==> config.mk <==
export PLATFORM = sky130hd
export DESIGN_NAME = eth_csum_insert
export DESIGN_NICKNAME = d
export VERILOG_FILES = /design/src/rtl/eth_csum_pkg.sv /design/src/rtl/eth_csum_desc_fifo.sv /design/src/rtl/eth_csum_insert.sv
export SDC_FILE = /design/constraint.sdc
export NUM_CORES = 1
export LEC_CHECK = 0
export BUFFER_PORTS_ARGS = -buffer_cell sky130_fd_sc_hd__buf_2
export CORE_AREA = 2 2 190 118
export CTS_CLUSTER_DIAMETER = 40
export CTS_CLUSTER_SIZE = 20
export DETAILED_ROUTE_END_ITERATION = 16
export DIE_AREA = 0 0 192 120
export GPL_TIMING_DRIVEN = 0
export PLACE_DENSITY = 0.8
export SYNTH_ARGS = -nofsm -noshare
export SYNTH_HDL_FRONTEND = slang
export SYNTH_SLANG_ARGS = --single-unit
==> constraint.sdc <==
create_clock -name clk -period 4 [get_ports clk]
set_input_delay 0.2 -clock clk [delete_from_list [all_inputs] [get_ports clk]]
set_output_delay 0.2 -clock clk [all_outputs]
set_load 0.02 [all_outputs]
==> src/rtl/eth_csum_pkg.sv <==
// Shared types and field positions for the TX checksum insert path.
// Used by eth_csum_desc_fifo and eth_csum_insert.
package eth_csum_pkg;

  localparam int C_FIFO_W  = 73;
  localparam int TLAST_BIT = 72;
  localparam int TKEEP_LO  = 64;

  localparam int DESC_W      = 33;
  localparam int DESC_EN_BIT = 32;
  localparam int DESC_OFF_HI = 31;
  localparam int DESC_OFF_LO = 16;
  localparam int DESC_SUM_HI = 15;
  localparam int DESC_SUM_LO = 0;

  typedef enum logic {
    ST_IDLE  = 1'b0,
    ST_FRAME = 1'b1
  } state_t;

  // Byte lanes are little-endian within a beat: lane 0 is bits [7:0].
  function automatic logic [63:0] set_lane(input logic [63:0] word,
                                           input logic [2:0]  lane,
                                           input logic [7:0]  value);
    logic [63:0] result;
    result = word;
    result[{lane, 3'b000} +: 8] = value;
    return result;
  endfunction

endpackage

==> src/rtl/eth_csum_desc_fifo.sv <==
// Synchronous first-word-fall-through FIFO holding per-frame checksum descriptors.
// Writes while full are discarded; the owner flags the overflow.
module eth_csum_desc_fifo
  import eth_csum_pkg::*;
#(
  parameter int DEPTH = 4
) (
  input  logic              clk,
  input  logic              rst,
  input  logic              wr,
  input  logic [DESC_W-1:0] wdata,
  input  logic              rd,
  output logic [DESC_W-1:0] rdata,
  output logic              full,
  output logic              empty
);

  localparam int AW = (DEPTH > 1) ? $clog2(DEPTH) : 1;

  logic [DESC_W-1:0] mem [DEPTH];
  logic [AW:0]       wr_ptr;
  logic [AW:0]       rd_ptr;
  logic              do_wr;
  logic              do_rd;

  // One extra pointer bit distinguishes full from empty when the indices match.
  assign empty = (wr_ptr == rd_ptr);
  assign full  = (wr_ptr[AW] != rd_ptr[AW]) && (wr_ptr[AW-1:0] == rd_ptr[AW-1:0]);
  assign do_wr = wr & ~full;
  assign do_rd = rd & ~empty;
  assign rdata = mem[rd_ptr[AW-1:0]];

  always_ff @(posedge clk) begin
    if (rst) begin
      wr_ptr <= '0;
      rd_ptr <= '0;
    end else begin
      if (do_wr) wr_ptr <= wr_ptr + 1'b1;
      if (do_rd) rd_ptr <= rd_ptr + 1'b1;
    end
  end

  always_ff @(posedge clk) begin
    if (do_wr) mem[wr_ptr[AW-1:0]] <= wdata;
  end

endmodule

==> src/rtl/eth_csum_insert.sv <==
// Patches a per-frame 16-bit checksum into frames popped from the data FIFO and streams them out.
// Optional statistics counters are enabled with ETH_CSUM_INSERT_STATS_EN.
module eth_csum_insert
  import eth_csum_pkg::*;
#(
  parameter int C_DESC_DEPTH = 4
) (
  input  logic                clk,
  input  logic                rst,
  input  logic [C_FIFO_W-1:0] data_fifo_rdata,
  input  logic                data_fifo_empty,
  output logic                data_fifo_rden,
  input  logic                desc_wr,
  input  logic [DESC_W-1:0]   desc_wdata,
  output logic                desc_full,
  output logic [63:0]         m_tdata,
  output logic [7:0]          m_tkeep,
  output logic                m_tlast,
  output logic                m_tvalid,
  input  logic                m_tready,
  output logic                csum_oob,
  output logic                desc_ovf
`ifdef ETH_CSUM_INSERT_STATS_EN
  ,
  output logic [31:0]         stat_frames,
  output logic [31:0]         stat_oob
`endif
);

  state_t            state;
  logic              desc_empty;
  logic              desc_rd;
  logic [DESC_W-1:0] desc_rdata;

  logic              cs_en;
  logic [15:0]       cs_off;
  logic [15:0]       cs_sum;
  logic [12:0]       bcnt;
  logic              hi_done;
  logic              lo_done;

  logic              in_last;
  logic [7:0]        in_keep;
  logic [63:0]       in_data;
  logic [16:0]       lo_off;
  logic              hi_hit;
  logic              lo_hit;
  logic              oob_now;
  logic [63:0]       patched;

  eth_csum_desc_fifo #(
    .DEPTH (C_DESC_DEPTH)
  ) u_desc_fifo (
    .clk   (clk),
    .rst   (rst),
    .wr    (desc_wr),
    .wdata (desc_wdata),
    .rd    (desc_rd),
    .rdata (desc_rdata),
    .full  (desc_full),
    .empty (desc_empty)
  );

  assign desc_rd        = (state == ST_IDLE) & ~desc_empty;
  assign data_fifo_rden = (state == ST_FRAME) & ~data_fifo_empty & (~m_tvalid | m_tready);

  assign in_last = data_fifo_rdata[TLAST_BIT];
  assign in_keep = data_fifo_rdata[TLAST_BIT-1:TKEEP_LO];
  assign in_data = data_fifo_rdata[TKEEP_LO-1:0];

  // The low byte may spill into lane 0 of the next beat; bit 16 marks an offset past 64 KiB.
  assign lo_off = {1'b0, cs_off} + 17'd1;
  assign hi_hit = cs_en && (bcnt == cs_off[15:3]) && in_keep[cs_off[2:0]];
  assign lo_hit = cs_en && !lo_off[16] && (bcnt == lo_off[15:3]) && in_keep[lo_off[2:0]];
  assign oob_now = cs_en && (!(hi_done || hi_hit) || !(lo_done || lo_hit));

  always_comb begin
    patched = in_data;
    if (hi_hit) patched = set_lane(patched, cs_off[2:0], cs_sum[15:8]);
    if (lo_hit) patched = set_lane(patched, lo_off[2:0], cs_sum[7:0]);
  end

  // Frame sequencing and the output register share one block so every output is registered.
  always_ff @(posedge clk) begin
    if (rst) begin
      state    <= ST_IDLE;
      cs_en    <= 1'b0;
      cs_off   <= '0;
      cs_sum   <= '0;
      bcnt     <= '0;
      hi_done  <= 1'b0;
      lo_done  <= 1'b0;
      m_tdata  <= '0;
      m_tkeep  <= '0;
      m_tlast  <= 1'b0;
      m_tvalid <= 1'b0;
      csum_oob <= 1'b0;
      desc_ovf <= 1'b0;
    end else begin
      csum_oob <= 1'b0;
      if (desc_wr && desc_full) desc_ovf <= 1'b1;

      case (state)
        ST_IDLE: begin
          if (!desc_empty) begin
            cs_en   <= desc_rdata[DESC_EN_BIT];
            cs_off  <= desc_rdata[DESC_OFF_HI:DESC_OFF_LO];
            cs_sum  <= desc_rdata[DESC_SUM_HI:DESC_SUM_LO];
            bcnt    <= '0;
            hi_done <= 1'b0;
            lo_done <= 1'b0;
            state   <= ST_FRAME;
          end
        end
        ST_FRAME: begin
          if (data_fifo_rden) begin
            bcnt    <= bcnt + 13'd1;
            hi_done <= hi_done | hi_hit;
            lo_done <= lo_done | lo_hit;
            if (in_last) begin
              csum_oob <= oob_now;
              state    <= ST_IDLE;
            end
          end
        end
        default: state <= ST_IDLE;
      endcase

      if (data_fifo_rden) begin
        m_tdata  <= patched;
        m_tkeep  <= in_keep;
        m_tlast  <= in_last;
        m_tvalid <= 1'b1;
      end else if (m_tready) begin
        m_tvalid <= 1'b0;
      end
    end
  end

`ifdef ETH_CSUM_INSERT_STATS_EN
  always_ff @(posedge clk) begin
    if (rst) begin
      stat_frames <= '0;
      stat_oob    <= '0;
    end else if (data_fifo_rden && in_last && state == ST_FRAME) begin
      stat_frames <= stat_frames + 32'd1;
      if (oob_now) stat_oob <= stat_oob + 32'd1;
    end
  end
`endif

endmodule

Yosys cells after proc, flatten, opt, wreduce, memory -nomap -nowiden --
Memory sizes are Yosys's and may differ from the RTL's. A register that Yosys moved wholly into a read port is not among the register bits. Index checks and enable logic that the tools add are counted.
Word-level totals: bits in registers 98, memories 1, output and inout bits 78, word-level logic and storage cells 89, bits of input ports 111, RAM bits 132
Cells by class: equality and inequality tests 7, reductions and logical operators 18, multiplexer cells 24, $add $sub $neg 6, bitwise logic cells 15, shift-type cells 4, order comparisons 2
Memory list:
- u_desc_fifo.mem | words 4, bits a word 33, read ports 1, clocked after memory_dff 1, write ports 1, line eth_csum_desc_fifo.sv:20 | logic [DESC_W-1:0] mem [DEPTH];
Operators with widths (count):
- 64-bit bitwise mux | 2
- 64-bit 2-to-1 mux | 2
- 8-bit by 8-bit variable shift with 64-bit output, first input constant | 2
- 8-bit by 8-bit variable part select with 64-bit output | 2
- 13-bit equality test | 2
- 13-bit 2-to-1 mux | 2
- 13-bit one-hot mux with 2 select lines | 1
- 16-bit by 1-bit adder with 17-bit output, second input constant | 1
- 6-bit negation with 8-bit output | 2
- 13-bit by 1-bit adder with 13-bit output, second input constant | 1
- 1-bit 2-to-1 mux | 12
- 1-bit logical AND | 8
- 3-bit by 4-bit < comparator with 1-bit output, second input constant | 2
- 1-bit inverter | 7
- 3-bit by 1-bit adder with 3-bit output, second input constant | 2
- 1-bit binary-select mux with 3-bit select | 2
- 1-bit one-hot mux with 2 select lines | 3
- 1-bit AND | 5
- 2-bit != test, second input constant | 2
- 2-bit AND reduction | 2
- 4-bit OR reduction | 1
- 3-bit equality test | 1
- 1-bit zero test | 3
- 1-bit logical OR | 3
- other kinds (4) | 6

Logic depth before layout (Yosys ltp) --
depth after elaboration 9, depth in mapped cells 14, depth with buffers taken out 10

By module --
Synthesis repeated with hierarchy kept, for this count alone.
Second synthesis, totals: cells, all modules 1072, area total of the unflattened synthesis 12191.7 um2
By module, submodules not included:
- eth_csum_insert | seq. area each 2502.4 um2, area each 6856.6 um2, cells each 831, instances 1
- eth_csum_desc_fifo | seq. area each 4124.0 um2, area each 5335.1 um2, cells each 241, instances 1

Worst setup path after synthesis --
Ideal clock, no wire load.
path type reg-to-reg, start point register cs_off[0], end point register m_tdata[52], required time 3.877 ns, cell stages (with the launch flop) 15, library setup time 0.123 ns, buffers on the path 4, data arrival time 3.077 ns, setup slack 0.800 ns, period minus slack after synthesis 3.200 ns, path through dfxtp_1 -> clkbuf_1 -> inv_1 -> ha_1 -> clkbuf_1 -> nor2b_1 -> a22oi_1 -> nand3_1 -> nor4_2 -> nand3_2 -> or4_1 -> buf_2 -> buf_6 -> nand3_1 -> o211ai_2
Between the ends: longest elaborated chain between the ends 6, elaborated cells on any way between the ends 21, those cells by class 3 x add/sub; 1 x eq/ne; 4 x shift; 8 x mux; 5 x reduce/logical
Ends and longest elaborated chain:
- from (decl) | line eth_csum_insert.sv:36 | logic [15:0] cs_off;
- from (signal assigned) | line eth_csum_insert.sv:107 | cs_off <= desc_rdata[DESC_OFF_HI:DESC_OFF_LO];
- branches (longest 5 deep; another with 16-bit by 1-bit adder with 17-bit output)
- 64-bit 2-to-1 mux (*) | line eth_csum_insert.sv:80 | if (lo_hit) patched = set_lane(patched, lo_off[2:0], cs_sum[7:0]);
- to (signal assigned) | line eth_csum_insert.sv:130 | m_tdata <= patched;
- to (decl) | line eth_csum_insert.sv:16 | output logic [63:0] m_tdata,
Mark *: on every way between the ends. The select of a mux whose other input is x is not followed. A chain may end at the register's enable or synchronous reset.

Worst setup path in the final report --
start point register cs_off[0], end point register m_tdata[54]
The elaborated chain is that of the path after synthesis.

==> results.cfg <==
[outcome]
status = completed

[synthesis]
ys_async_sr_fraction_pct = 0
netlist_area_um2 = 11900
synth_edf_count = 132
synth_area_leaders = edfxtp_1 (33%), dfxtp_1 (22%), mux4_2 (6.6%)
ys_ff_latch = 263
synth_top_area_share_pct = 33.2
synth.avg_cell_area_um2 = 11.4
synth_warnings = 0
synth_top_cell_by_area = edfxtp_1
synth_cell_types = 65
synth_cells = 1044
synth_seq_area_share_pct = 55.1
syn-num-nets = 1168
ys.flop_type = edfxtp_1

[sta]
fmax_mhz = 267
slew_violations = 0
hold_viol_final = 0
worstMarginPinSlew_ns = 1.03
min_period_ns = 3.74
tns_ns = 0
slew_headroom_pct = 31.0
hold_ws_ns = 0.00655
setup_violations = 0
final.period_utilization_pct = 93.5
rsz0062_at_grt = no
clock_skew_ns = 0.0316

[cells_and_area]
drive_gt1_share_pct = 25.2
final_util_pct = 68.9
regArea_um2 = 6590
multiInputGateArea_um2 = 5060
fillCellCount = 1555
area_delta_synth_final_pct = 23.7
nNetsFinal = 1435

[floorplan]
io_pins = 189
placementRows = 42
core_um2 = 21400
start_util_pct = 55.7
fp.dieH_um = 120
die_area_um2 = 23000
die_w_um = 192

[critical_path]
worstPathMaxFanout = 10
critPathBufInv = 5
cp-start-kind = flip-flop
rrSetupSlack_ns = 0.26
crit_chain = buf_2 -> inv_1 -> ha_1 -> clkbuf_1 -> nor2b_1 -> a22oi_1 -> nand3_1 -> nor4_2 -> nand3_2 -> or4_1 -> buf_2 -> buf_6 -> nand3_1 -> o211ai_2
crit_type = flip-flop to flip-flop
required_ns = 4.42
reg2reg_to = m_tdata[54]$_SDFFE_PP0P_
cp_data_arrival_time_ns = 4.16
crit_path_end_kind = flip-flop
reg2reg_depth = 14
crit_family = simple AND/OR/NAND/NOR gates
cp-endpoint = m_tdata[54]$_SDFFE_PP0P_
critical-path-slowest-cell = or4_1
crit_cells = 14
rr_startpoint = cs_off[0]$_SDFFE_PP0P_
startpoint = cs_off[0]$_SDFFE_PP0P_
cpPeakStageDelay_ns = 0.60

[drt]
dr_total_vias = 9809
wl_met3_um = 3890
met1_length_um = 14800
wl_met2_um = 15400
drc = 0
drtAntennaViolNets = 0
vias_per_cell = 6.06
wl_per_cell_um = 21.5
totalWireLength_um = 34800
drt-pass1-iter-count = 5
maxUsedRoutingLayer = met4
drtIter0Drc = 1040

[pwr]
p_int_mw = 5.60
p_seq_share_pct = 38.9
p_leak_nw = 5.79
switching_share_pct = 36.2
clkPwrFrac_pct = 30.8
fin_total_pwr_mw = 8.78
combPwrFrac_pct = 30.4
ir_drop_v = 0.000519
p_sw_mw = 3.18
p_per_area_nw_per_um2 = 594

[global_route]
grt_pass1_vias = 9321
overflow = 0
grt_pass1_wl_um = 52100
grt_start_max_net_pins = 35
antenna_found_initial = 0
grtUsageTotal_pct = 29.7

[flow_run]
maxCapViolCount = 0

[place]
gp_congestion = 0.919
portBuffers = 188
hpwl_um = 23900

[clock_network]
tritoncts = done
cts_sinks = 263
cts_htree_levels = 1
insertion_delay_ns = 0.56
clk_transition_reported_paths_ns = 0.07
clockBufferDepth = 3
cts-root-buf = clkbuf_16
cts_buffers = 26

[min_path]
min_path_type = input pin to flip-flop
==> layer usage <==
layer	vias up	track usage [%]
met2	573	46.2
met3	58	7.58
li1	4430	-
met4	0	6.20
met1	4748	42.5
met5	-	0
==> final cells by class <==
| type | instances | area share (%) |
|---|---|---|
| Antenna cell | 1 | 0.0169 |
| Timing Repair Buffer | 239 | 9.81 |
| Tap cell | 286 | 2.42 |
| Sequential cell | 263 | 44.6 |
| Multi-Input combinational cell | 692 | 34.3 |
| Clock buffer | 28 | 4.52 |
| Clock inverter | 20 | 1.93 |
| Buffer | 79 | 2.20 |
| Inverter | 10 | 0.254 |
==> through the flow <==
stage               setup slack, ns  instances  instance area (um^2)
global route                 0.0107       1617                 14800
CTS                          0.0332       1616                 14700
floorplan                     0.800       1044                 11900
finish                        0.261       1618                 14800
detailed placement           -0.167       1518                 13200
global placement            -0.0789       1518                 13200
==> worst register-to-register path: cells and delay by family, from the launching register on <==
| family | cells | cell delay, ns |
|---|---|---|
| flip-flops | 1 | 0.41 |
| AO/OA/AOI/OAI | 2 | 0.31 |
| AND/OR/NAND/NOR | 6 | 1.47 |
| adder cells (fa/ha/maj) | 1 | 0.32 |
| buffers and inverters | 5 | 1.14 |
==> placed cells by master (no fill, tap or decap), types with 21 or more instances in the layout <==
cell and count:
xor2_1 21, nand3_1 51, dfxtp_1 130, edfxtp_1 132
nand4_1 21, mux4_2 35, buf_2 198, nand2_1 171
mux2i_1 44, dlygate4sd3_1 50, nor2_1 33, clkbuf_1 51
a21oi_1 59, clkbuf_16 26
==> sequential cells by signal, indices dropped and copies added (netlist names), 3 cells and up <==
register	flops
m_tkeep	8
bcnt	13
u_desc_fifo.rd_ptr	3
u_desc_fifo.mem	132
u_desc_fifo.wr_ptr	3
cs_off	16
cs_sum	16
m_tdata	64
==> cell families after synthesis <==
logic type	count (synthesis)	synth area share [%]
adder cells (fa/ha/maj)	13	1.36
AO/OA/AOI/OAI	155	9.23
multiplexers	92	11.5
buffers and inverters	89	3.03
AND/OR/NAND/NOR	400	17.3
XOR/XNOR	32	2.41
flip-flops	263	55.1
==> repair_timing <==
action / in CTS / in global routing
pin swaps: 0 / 1
gates resized for setup: 3 / 8
setup endpoints to repair: 26 / 59
setup buffers: 0 / 1
hold buffers: 50 / 0
endpoints found under the hold margin: 148 / 0
==> power groups by stage <==
stage	Sequential, mW	Clock, mW	Combinational [mW]
floorplan	3.48	0	1.62
global placement	3.44	0	2.45
detailed placement	3.45	0	2.49
CTS	3.40	2.70	2.57
global route	3.44	2.81	2.88
finish	3.41	2.70	2.67
==> cells in the mapped netlist, drive strengths merged, types with 15 or more instances <==
cell type  instances
edfxtp           132
or3               18
nand2            171
nand3             54
mux4              35
dfxtp            131
nor3              15
a21oi             59
a221o             16
nor2              35
buf               27
mux2i             44
clkbuf            52
nand4             21
nand3b            20
xor2              22
o311ai            16
==> worst min-delay path by stage <==
stage                         from                                to  slack (ns)  cells past startpoint
2_1_floorplan        desc_wdata[0]   u_desc_fifo.mem[0][0]$_DFFE_PP_        0.30                      0
3_3_place_gp         desc_wdata[8]   u_desc_fifo.mem[2][8]$_DFFE_PP_        0.41                      1
3_5_place_dp        desc_wdata[25]  u_desc_fifo.mem[1][25]$_DFFE_PP_        0.42                      1
4_1_cts        data_fifo_rdata[12]          m_tdata[12]$_SDFFE_PP0P_       0.007                      3
5_1_grt        data_fifo_rdata[12]          m_tdata[12]$_SDFFE_PP0P_        0.01                      3
6_report       data_fifo_rdata[12]          m_tdata[12]$_SDFFE_PP0P_       0.007                      3
No activity file was read; power rests on OpenSTA's default activity.
